[src/rtl/grid_write_arbiter_if.sv]
// grid_write_arbiter_if: bundles the requester, clear and grid-write signals of the write arbiter
interface grid_write_arbiter_if;
   logic        i_clear_req;
   logic        o_clear_busy;
   logic        i_req0;
   logic [3:0]  i_x0;
   logic [3:0]  i_y0;
   logic [23:0] i_col0;
   logic        o_ack0;
   logic        i_req1;
   logic [3:0]  i_x1;
   logic [3:0]  i_y1;
   logic [23:0] i_col1;
   logic        o_ack1;
   logic        o_err;
   logic [3:0]  o_wr_x;
   logic [3:0]  o_wr_y;
   logic        o_wr_en;
   logic [7:0]  o_wr_r;
   logic [7:0]  o_wr_g;
   logic [7:0]  o_wr_b;
   modport master (
      output i_clear_req, i_req0, i_x0, i_y0, i_col0, i_req1, i_x1, i_y1, i_col1,
      input  o_clear_busy, o_ack0, o_ack1, o_err, o_wr_x, o_wr_y, o_wr_en, o_wr_r, o_wr_g, o_wr_b
   );
   modport slave (
      input  i_clear_req, i_req0, i_x0, i_y0, i_col0, i_req1, i_x1, i_y1, i_col1,
      output o_clear_busy, o_ack0, o_ack1, o_err, o_wr_x, o_wr_y, o_wr_en, o_wr_r, o_wr_g, o_wr_b
   );
endinterface

[src/rtl/grid_write_arbiter.sv]
// grid_write_arbiter: round-robin sharing of the colour-grid write port with a full-grid clear sweep
module grid_write_arbiter #(
   parameter int         GRID_W = 8,
   parameter int         GRID_H = 8,
   parameter logic [7:0] CLR_R  = 8'h53,
   parameter logic [7:0] CLR_G  = 8'h56,
   parameter logic [7:0] CLR_B  = 8'h5B
) (
   input logic                 clk,
   input logic                 rst,
   grid_write_arbiter_if.slave bus
);
   localparam logic [4:0] W_LIM  = 5'(GRID_W);
   localparam logic [4:0] H_LIM  = 5'(GRID_H);
   localparam logic [3:0] X_LAST = 4'(GRID_W - 1);
   localparam logic [3:0] Y_LAST = 4'(GRID_H - 1);
   typedef enum logic [1:0] {IDLE, WRITE, CLEAR} state_t;
   state_t      r_state;
   logic        r_ptr;
   logic        r_ack0;
   logic        r_ack1;
   logic        r_err;
   logic        r_busy;
   logic        r_wr_en;
   logic [3:0]  r_wr_x;
   logic [3:0]  r_wr_y;
   logic [23:0] r_wr_col;
   logic        w_any;
   logic        w_gnt;
   logic        w_ok;
   logic [3:0]  w_x;
   logic [3:0]  w_y;
   logic [23:0] w_col;
   // grant selection: alternate on contention, otherwise whichever requester is asking
   always_comb begin
      w_any = bus.i_req0 | bus.i_req1;
      w_gnt = (bus.i_req0 & bus.i_req1) ? r_ptr : bus.i_req1;
      w_x   = w_gnt ? bus.i_x1 : bus.i_x0;
      w_y   = w_gnt ? bus.i_y1 : bus.i_y0;
      w_col = w_gnt ? bus.i_col1 : bus.i_col0;
      w_ok  = ({1'b0, w_x} < W_LIM) && ({1'b0, w_y} < H_LIM);
   end
   // control FSM with registered outputs; the write cell registers double as the sweep counter
   always_ff @(posedge clk or posedge rst) begin
      if (rst) begin
         r_state  <= IDLE;
         r_ptr    <= 1'b0;
         r_ack0   <= 1'b0;
         r_ack1   <= 1'b0;
         r_err    <= 1'b0;
         r_busy   <= 1'b0;
         r_wr_en  <= 1'b0;
         r_wr_x   <= '0;
         r_wr_y   <= '0;
         r_wr_col <= '0;
      end else begin
         r_ack0 <= 1'b0;
         r_ack1 <= 1'b0;
         r_err  <= 1'b0;
         case (r_state)
            IDLE: begin
               if (bus.i_clear_req) begin
                  r_state  <= CLEAR;
                  r_busy   <= 1'b1;
                  r_wr_en  <= 1'b1;
                  r_wr_x   <= '0;
                  r_wr_y   <= '0;
                  r_wr_col <= {CLR_R, CLR_G, CLR_B};
               end else if (w_any) begin
                  r_state <= WRITE;
                  r_ptr   <= ~w_gnt;
                  r_ack0  <= ~w_gnt;
                  r_ack1  <= w_gnt;
                  r_err   <= ~w_ok;
                  r_wr_en <= w_ok;
                  if (w_ok) begin
                     r_wr_x   <= w_x;
                     r_wr_y   <= w_y;
                     r_wr_col <= w_col;
                  end
               end
            end
            WRITE: begin
               r_state <= IDLE;
               r_wr_en <= 1'b0;
            end
            CLEAR: begin
               if (r_wr_x == X_LAST && r_wr_y == Y_LAST) begin
                  r_state <= IDLE;
                  r_busy  <= 1'b0;
                  r_wr_en <= 1'b0;
               end else if (r_wr_x == X_LAST) begin
                  r_wr_x <= '0;
                  r_wr_y <= r_wr_y + 4'd1;
               end else begin
                  r_wr_x <= r_wr_x + 4'd1;
               end
            end
            default: begin
               r_state <= IDLE;
               r_busy  <= 1'b0;
               r_wr_en <= 1'b0;
            end
         endcase
      end
   end
   assign bus.o_ack0       = r_ack0;
   assign bus.o_ack1       = r_ack1;
   assign bus.o_err        = r_err;
   assign bus.o_clear_busy = r_busy;
   assign bus.o_wr_en      = r_wr_en;
   assign bus.o_wr_x       = r_wr_x;
   assign bus.o_wr_y       = r_wr_y;
   assign bus.o_wr_r       = r_wr_col[23:16];
   assign bus.o_wr_g       = r_wr_col[15:8];
   assign bus.o_wr_b       = r_wr_col[7:0];
endmodule

[src/flat_wrapper.sv]
// flat-port wrapper written by rule: the top's interface ports become plain ports
module grid_write_arbiter_flat 
#(
   parameter int         GRID_W = 8,
   parameter int         GRID_H = 8,
   parameter logic [7:0] CLR_R  = 8'h53,
   parameter logic [7:0] CLR_G  = 8'h56,
   parameter logic [7:0] CLR_B  = 8'h5B
)
  (clk, rst, bus_i_clear_req, bus_i_req0, bus_i_x0, bus_i_y0, bus_i_col0, bus_i_req1, bus_i_x1, bus_i_y1, bus_i_col1, bus_o_clear_busy, bus_o_ack0, bus_o_ack1, bus_o_err, bus_o_wr_x, bus_o_wr_y, bus_o_wr_en, bus_o_wr_r, bus_o_wr_g, bus_o_wr_b);
  grid_write_arbiter_if bus_i ();
  input logic clk;
  input logic rst;
  input wire logic [$bits(bus_i.i_clear_req)-1:0] bus_i_clear_req;
  input wire logic [$bits(bus_i.i_req0)-1:0] bus_i_req0;
  input wire logic [$bits(bus_i.i_x0)-1:0] bus_i_x0;
  input wire logic [$bits(bus_i.i_y0)-1:0] bus_i_y0;
  input wire logic [$bits(bus_i.i_col0)-1:0] bus_i_col0;
  input wire logic [$bits(bus_i.i_req1)-1:0] bus_i_req1;
  input wire logic [$bits(bus_i.i_x1)-1:0] bus_i_x1;
  input wire logic [$bits(bus_i.i_y1)-1:0] bus_i_y1;
  input wire logic [$bits(bus_i.i_col1)-1:0] bus_i_col1;
  output wire logic [$bits(bus_i.o_clear_busy)-1:0] bus_o_clear_busy;
  output wire logic [$bits(bus_i.o_ack0)-1:0] bus_o_ack0;
  output wire logic [$bits(bus_i.o_ack1)-1:0] bus_o_ack1;
  output wire logic [$bits(bus_i.o_err)-1:0] bus_o_err;
  output wire logic [$bits(bus_i.o_wr_x)-1:0] bus_o_wr_x;
  output wire logic [$bits(bus_i.o_wr_y)-1:0] bus_o_wr_y;
  output wire logic [$bits(bus_i.o_wr_en)-1:0] bus_o_wr_en;
  output wire logic [$bits(bus_i.o_wr_r)-1:0] bus_o_wr_r;
  output wire logic [$bits(bus_i.o_wr_g)-1:0] bus_o_wr_g;
  output wire logic [$bits(bus_i.o_wr_b)-1:0] bus_o_wr_b;
  assign bus_i.i_clear_req = bus_i_clear_req;
  assign bus_i.i_req0 = bus_i_req0;
  assign bus_i.i_x0 = bus_i_x0;
  assign bus_i.i_y0 = bus_i_y0;
  assign bus_i.i_col0 = bus_i_col0;
  assign bus_i.i_req1 = bus_i_req1;
  assign bus_i.i_x1 = bus_i_x1;
  assign bus_i.i_y1 = bus_i_y1;
  assign bus_i.i_col1 = bus_i_col1;
  assign bus_o_clear_busy = bus_i.o_clear_busy;
  assign bus_o_ack0 = bus_i.o_ack0;
  assign bus_o_ack1 = bus_i.o_ack1;
  assign bus_o_err = bus_i.o_err;
  assign bus_o_wr_x = bus_i.o_wr_x;
  assign bus_o_wr_y = bus_i.o_wr_y;
  assign bus_o_wr_en = bus_i.o_wr_en;
  assign bus_o_wr_r = bus_i.o_wr_r;
  assign bus_o_wr_g = bus_i.o_wr_g;
  assign bus_o_wr_b = bus_i.o_wr_b;
  grid_write_arbiter #(.GRID_W(GRID_W), .GRID_H(GRID_H), .CLR_R(CLR_R), .CLR_G(CLR_G), .CLR_B(CLR_B)) u_core (.clk(clk), .rst(rst), .bus(bus_i));
endmodule
[config.mk]
export PLATFORM = sky130hd
export DESIGN_NAME = grid_write_arbiter_flat
export DESIGN_NICKNAME = d
export VERILOG_FILES = /design/src/rtl/grid_write_arbiter_if.sv /design/src/rtl/grid_write_arbiter.sv /design/src/flat_wrapper.sv
export SDC_FILE = /design/constraint.sdc
export NUM_CORES = 1
export LEC_CHECK = 0
export ABC_AREA = 1
export CORE_UTILIZATION = 40
export CTS_BUF_LIST = sky130_fd_sc_hd__clkbuf_8
export DETAILED_ROUTE_END_ITERATION = 10
export GPL_TIMING_DRIVEN = 0
export PLACE_DENSITY_LB_ADDON = 0.2
export SKIP_CTS_REPAIR_TIMING = 1
export SLEW_MARGIN = 20
export SYNTH_ARGS = -nofsm -noshare
export SYNTH_HDL_FRONTEND = slang
export SYNTH_SLANG_ARGS = --single-unit
export TNS_END_PERCENT = 5
[constraint.sdc]
create_clock -name clk -period 1.5 [get_ports clk]
set_input_delay 0.375 -clock clk [delete_from_list [all_inputs] [get_ports clk]]
set_output_delay 0.375 -clock clk [all_outputs]
set_load 0.05 [all_outputs]
==> results.json, run 1 <==
{
  "ant_nets": 0,
  "total_leakage_power_nw": 2.21,
  "crit_cells": 1,
  "insertion_delay_ns": 0.30,
  "finalSetupViolCount": 0,
  "synthArstFlopShare_pct": 100,
  "overflow": 0,
  "via_per_inst": 5.01,
  "period_share_pct": 99.7,
  "htree_levels": 2,
  "crit_slowest_cell": "dlymetal6s2s_1",
  "drive_gt1_share_pct": 15.5,
  "arrival_ns": 1.12,
  "area_growth_pct": 60.7,
  "period_minus_slack_ns": 1.50,
  "drt_iter0_markers": 184,
  "critPathKind": "flop to primary output",
  "dp_hpwl_um": 4990,
  "pwr_density_cell_nw_per_um2": 1640,
  "yosysTopAreaCell": "dfrtp_1",
  "boundaryPins": 106,
  "track_usage_pct": 22.3,
  "cts_tree": "done",
  "syn_area_um2": 2300,
  "whs_ns": 0.302,
  "synth_cell_type_count": 24,
  "clockBufferDepth": 2,
  "routedWlPerCell_um": 13.5,
  "start_util_pct": 41.6,
  "cp.required_ns": 1.12,
  "synth-seq-cells": 40,
  "drv_cap": 0,
  "postLayoutCellArea_um2": 3700,
  "synth.avg_cell_area_um2": 7.04,
  "place_congestion": 0.791,
  "clkTransAtPathRegs_ns": 0.08,
  "fin_skew_ns": 0.00680,
  "critPathCaptureType": "primary output",
  "slew_headroom_pct": 62.5,
  "syn_inst": 327,
  "max_freq_mhz": 668,
  "die_x_um": 77.9,
  "rows": 27,
  "ys_top_cells_by_area": "dfrtp_1 43%, nand2_1 24%, nand3_1 13%, inv_1 3.3%, a21oi_1 2.8%",
  "yosysSeqAreaShare_pct": 43.5,
  "cts_root_buf": "clkbuf_8",
  "r2r_cells": 11,
  "dr.pass1.iters": 4,
  "dieArea_um2": 6070,
  "slew_viol_final": 0,
  "numCtsBuffers": 5,
  "layout.nets": 515,
  "hold_viol_final": 0,
  "worst-path-max-fanout": 2,
  "grt_pass1_vias": 2240,
  "drc": 0,
  "grt_pass1_wl_um": 10700,
  "yosys_warnings": 0,
  "fp.dieH_um": 77.9,
  "cts_num_sinks": 40,
  "totalNegativeSetupSlack_ns": 0,
  "synth_top_area_share_pct": 43.5,
  "cpPeakStageDelay_ns": 0.47,
  "synth_edf_count": 0,
  "critPathTopFamily": "buffers and inverters",
  "antenna_found_initial": 0,
  "synth_nets": 398,
  "run_status": "complete, no violations",
  "drt_wl_total_um": 7000,
  "num_vias": 2590,
  "synth_flop_cell": "dfrtp_1",
  "worstSetupStartpointType": "flop",
  "min_path_type": "input port to asynchronous set/reset pin",
  "grt_max_degree": 33,
  "port_buffers": 105,
  "crit_chain": "dlymetal6s2s_1",
  "n_antenna_cell": 0,
  "ir_drop_mv": 1.12,
  "placed_cell_area_um2": 3470,
  "rsz0062_at_grt": "true",
  "worst_pin_slew_ns": 0.562,
  "critPathBufInv": 1,
  "synth_common_cells": "145 x nand2_1, 58 x nand3_1, 40 x dfrtp_1",
  "core_um2": 5540,
  "yosysMostFrequentCell": "nand2_1"
}
[registers in the layout, indices dropped and copies added (netlist names)]
name / count
u_core.r_wr_col: 24
u_core.bus.o_wr_en: 1
u_core.bus.o_err: 1
u_core.bus.o_ack0: 1
u_core.r_state: 2
u_core.bus.o_wr_y: 4
u_core.bus.o_wr_x: 4
u_core.bus.o_ack1: 1
u_core.r_ptr: 1
u_core.bus.o_clear_busy: 1
[report_power, final]
group	switching (mW)	total (mW)	internal (mW)	leakage, nW
Clock	0.399	0.891	0.492	0.0541
Combinational	2.30	3.41	1.10	1.65
Sequential	0.291	1.78	1.49	0.508
[path summary, 6_finish.rpt]
kind                                     start                   end  slack (ns)
hold / removal                             rst     u_core.bus.o_ack0        0.30
max in group asynchronous                  rst  u_core.bus.o_wr_y[1]        0.76
min in group clk            u_core.r_wr_col[8]    u_core.r_wr_col[8]        0.47
setup reg to reg                  u_core.r_ptr    u_core.r_wr_col[6]       0.004
setup / recovery           u_core.r_wr_col[23]         bus_o_wr_r[7]       0.004
hold reg to reg             u_core.r_wr_col[8]    u_core.r_wr_col[8]        0.47
[metal layers]
metal  vias up  global-route usage, %  routed length, um
li1       1281                      -                  -
met1      1198                   28.7               2960
met2        99                   37.3               3470
met3        12                   4.35                417
met4         0                   6.98                149
met5         -                      0                  0
[kinds of logic after synthesis]
family	after synthesis	synth area share, %
buf+inv	37	7.44
compound gates	19	4.29
simple gates	227	43.0
flops	40	43.5
fa+ha+maj	2	1.09
xor+xnor	2	0.761
[placed cells by master (no fill, tap or decap), types with 6 or more instances in the layout]
cell | synthesis | final
nand2_1 | 145 | 139
dlymetal6s2s_1 | 0 | 27
clkbuf_2 | 0 | 13
clkdlybuf4s50_1 | 0 | 65
inv_2 | 3 | 6
nand3b_1 | 7 | 7
nand3_1 | 58 | 57
nand2_2 | 3 | 7
a21oi_1 | 13 | 13
inv_1 | 20 | 17
dfrtp_1 | 40 | 36
[metrics by stage]
stage	cells	utilization (%)	power, mW	setup slack, ns
6_report	517	66.8	6.07	0.00388
5_1_grt	517	66.8	6.41	-0.137
4_1_cts	513	64.7	6.16	-0.460
3_5_place_dp	505	62.7	5.26	-0.566
3_3_place_gp	504	62.3	5.19	-0.779
2_1_floorplan	327	-	4.03	-0.0123
[final cells by class]
| cell class | count | area (um^2) |
|---|---|---|
| Inverter | 23 | 86.3 |
| Buffer | 14 | 96.3 |
| Clock buffer | 5 | 68.8 |
| Sequential cell | 40 | 1010 |
| Tap cell | 72 | 90.1 |
| Multi-Input combinational cell | 251 | 1210 |
| Clock inverter | 3 | 42.5 |
| Timing Repair Buffer | 109 | 1100 |
| Fill cell | 487 | 1840 |
No activity file was read; power rests on OpenSTA's default activity.
==> run 2: changes to the inputs <==
--- a/config.mk
+++ b/config.mk
@@ -6,6 +6,7 @@
 export NUM_CORES = 1
 export LEC_CHECK = 0
 export ABC_AREA = 1
+export CORE_ASPECT_RATIO = 1.2
 export CORE_UTILIZATION = 40
 export CTS_BUF_LIST = sky130_fd_sc_hd__clkbuf_8
 export DETAILED_ROUTE_END_ITERATION = 10
==> run 2 against run 1 <==
Compared with the run above:
- total power fell by 4.5%
- critical path type is now flop to flop
- clock-buffer cell count stayed put
- die area barely moved
- cell area is 2.9% lower
- setup slack lost 0.036 ns
- clock power fell by 19%
- the run now ends with DRC, setup timing left
==> results.json, run 2 (synthesized netlist as in run 1, its figures left out) <==
{
  "rsz0062_at_grt": "true",
  "via_per_inst": 4.99,
  "core_um2": 5410,
  "ir_drop_mv": 0.958,
  "drive_gt1_share_pct": 13.6,
  "crit_slowest_cell": "dfrtp_2",
  "layout.nets": 511,
  "period_share_pct": 102,
  "total_leakage_power_nw": 2.17,
  "port_buffers": 105,
  "place_congestion": 0.808,
  "drv_cap": 0,
  "finalSetupViolCount": 5,
  "min_path_type": "input port to asynchronous set/reset pin",
  "antenna_found_initial": 0,
  "grt_pass1_vias": 2416,
  "run_status": "finished, violations left",
  "postLayoutCellArea_um2": 3590,
  "placed_cell_area_um2": 3460,
  "start_util_pct": 42.6,
  "max_freq_mhz": 653,
  "dieArea_um2": 6070,
  "total_power_mw": 5.80,
  "critPathTopFamily": "simple AND/OR/NAND/NOR gates",
  "ant_nets": 0,
  "cp.required_ns": 1.69,
  "largest_reg_flops": 24,
  "rows": 29,
  "critPathCaptureType": "flop",
  "numCtsBuffers": 5,
  "n_antenna_cell": 0,
  "grt_max_degree": 34,
  "pwr_density_cell_nw_per_um2": 1610,
  "dr.pass1.iters": 7,
  "drt_iter0_markers": 132,
  "hold_viol_final": 0,
  "overflow": 0,
  "cpPeakStageDelay_ns": 0.45,
  "violations": "DRC, setup timing",
  "boundaryPins": 106,
  "critPathBufInv": 0,
  "regMostFlops": "u_core.r_wr_col",
  "drt_wl_total_um": 6720,
  "arrival_ns": 1.72,
  "clkTransAtPathRegs_ns": 0.08,
  "num_vias": 2509,
  "track_usage_pct": 23.0,
  "worst-path-max-fanout": 6,
  "area_growth_pct": 56.0,
  "slew_viol_final": 0,
  "htree_levels": 2,
  "fp.dieH_um": 85.1,
  "fillers": 498,
  "crit_chain": "ha_1, nand3_1, nand2_1, o21ai_2, nand2_1, nand2_1, nand2_1",
  "cts_root_buf": "clkbuf_8",
  "cts_tree": "done",
  "insertion_delay_ns": 0.29,
  "slew_headroom_pct": 63.8,
  "critPathKind": "flop to flop",
  "grt_pass1_wl_um": 11000,
  "routedWlPerCell_um": 13.4,
  "dp_hpwl_um": 5050,
  "most-common-layout-cells": "142 x nand2_1, 65 x clkdlybuf4s50_1, 57 x nand3_1",
  "period_minus_slack_ns": 1.53,
  "setup_slack_ns": -0.0318,
  "cts_num_sinks": 40,
  "drc": 9,
  "worst_pin_slew_ns": 0.542,
  "totalNegativeSetupSlack_ns": -0.101,
  "crit_top_cell": "nand2_1",
  "final_common_cell": "nand2_1",
  "die_x_um": 71.3,
  "fin_skew_ns": 0.00499,
  "worstSetupStartpointType": "flop",
  "clockBufferDepth": 2
}
[run 2: cell count changes in the layout (fill, tap and decap cells not counted), moves of 2 or more]
cell     change
buf_4        -3
ha_1         +2
ha_2         -2
nand2_1      +3
nand2_2      -4
nor2_4       -2
[run 2: where the power goes]
group	total (mW)	leakage (nW)	internal, mW	switching (mW)
Clock	0.719	0.0479	0.324	0.394
Sequential	1.77	0.508	1.49	0.287
Combinational	3.31	1.62	1.06	2.25
[run 2: path summary, 6_finish.rpt]
check | from | end | slack, ns | cells after the start
max reg2reg | u_core.bus.o_wr_y[0] | u_core.bus.o_wr_y[3] | -0.03 | 7
min | rst | u_core.bus.o_ack0 | 0.29 | 2
min in group clk | u_core.r_wr_col[2] | u_core.r_wr_col[2] | 0.47 | 2
min reg2reg | u_core.r_wr_col[2] | u_core.r_wr_col[2] | 0.47 | 2
max | u_core.bus.o_wr_y[0] | u_core.bus.o_wr_y[3] | -0.03 | 7
max in group asynchronous | rst | u_core.bus.o_wr_y[1] | 0.77 | 3
[run 2: routing by layer]
layer	GRT usage (%)	up-vias	wire length, um	share of wire [%]
li1	-	1269	-	-
met1	27.1	1152	2810	42
met2	41.4	76	3400	51
met3	4.75	12	389	5.8
met4	7.27	0	121	1.8
met5	0	-	0	0
[run 2: metrics by stage]
step | instances | setup WS (ns) | utilization [%] | hold slack, ns
6_report | 503 | -0.0318 | 66.5 | 0.292
5_1_grt | 503 | -0.121 | 66.5 | 0.300
4_1_cts | 503 | -0.466 | 65.6 | 0.293
3_5_place_dp | 495 | -0.589 | 64.0 | 0.457
3_3_place_gp | 494 | -0.813 | 63.6 | 0.453
2_1_floorplan | 327 | -0.0123 | - | 0.499
[run 2: area by class of cell]
cell class / instances / area (um^2) / share of cell area (%)
inverters: 23 / 86.3 / 2.40
clock buffers: 5 / 68.8 / 1.92
repair buffers: 106 / 1070 / 29.7
plain buffers: 14 / 93.8 / 2.61
multi-input cells: 250 / 1180 / 32.7
well taps: 62 / 77.6 / 2.16
clock inverters: 3 / 18.8 / 0.522
flip-flops and latches: 40 / 1010 / 28.0
[run 2: worst reg2reg max path, cell delays in order, from the launching register on]
cell	delay, ns
dfrtp_2	0.45
ha_1	0.24
nand3_1	0.09
nand2_1	0.10
o21ai_2	0.25
nand2_1	0.16
nand2_1	0.09
nand2_1	0.05
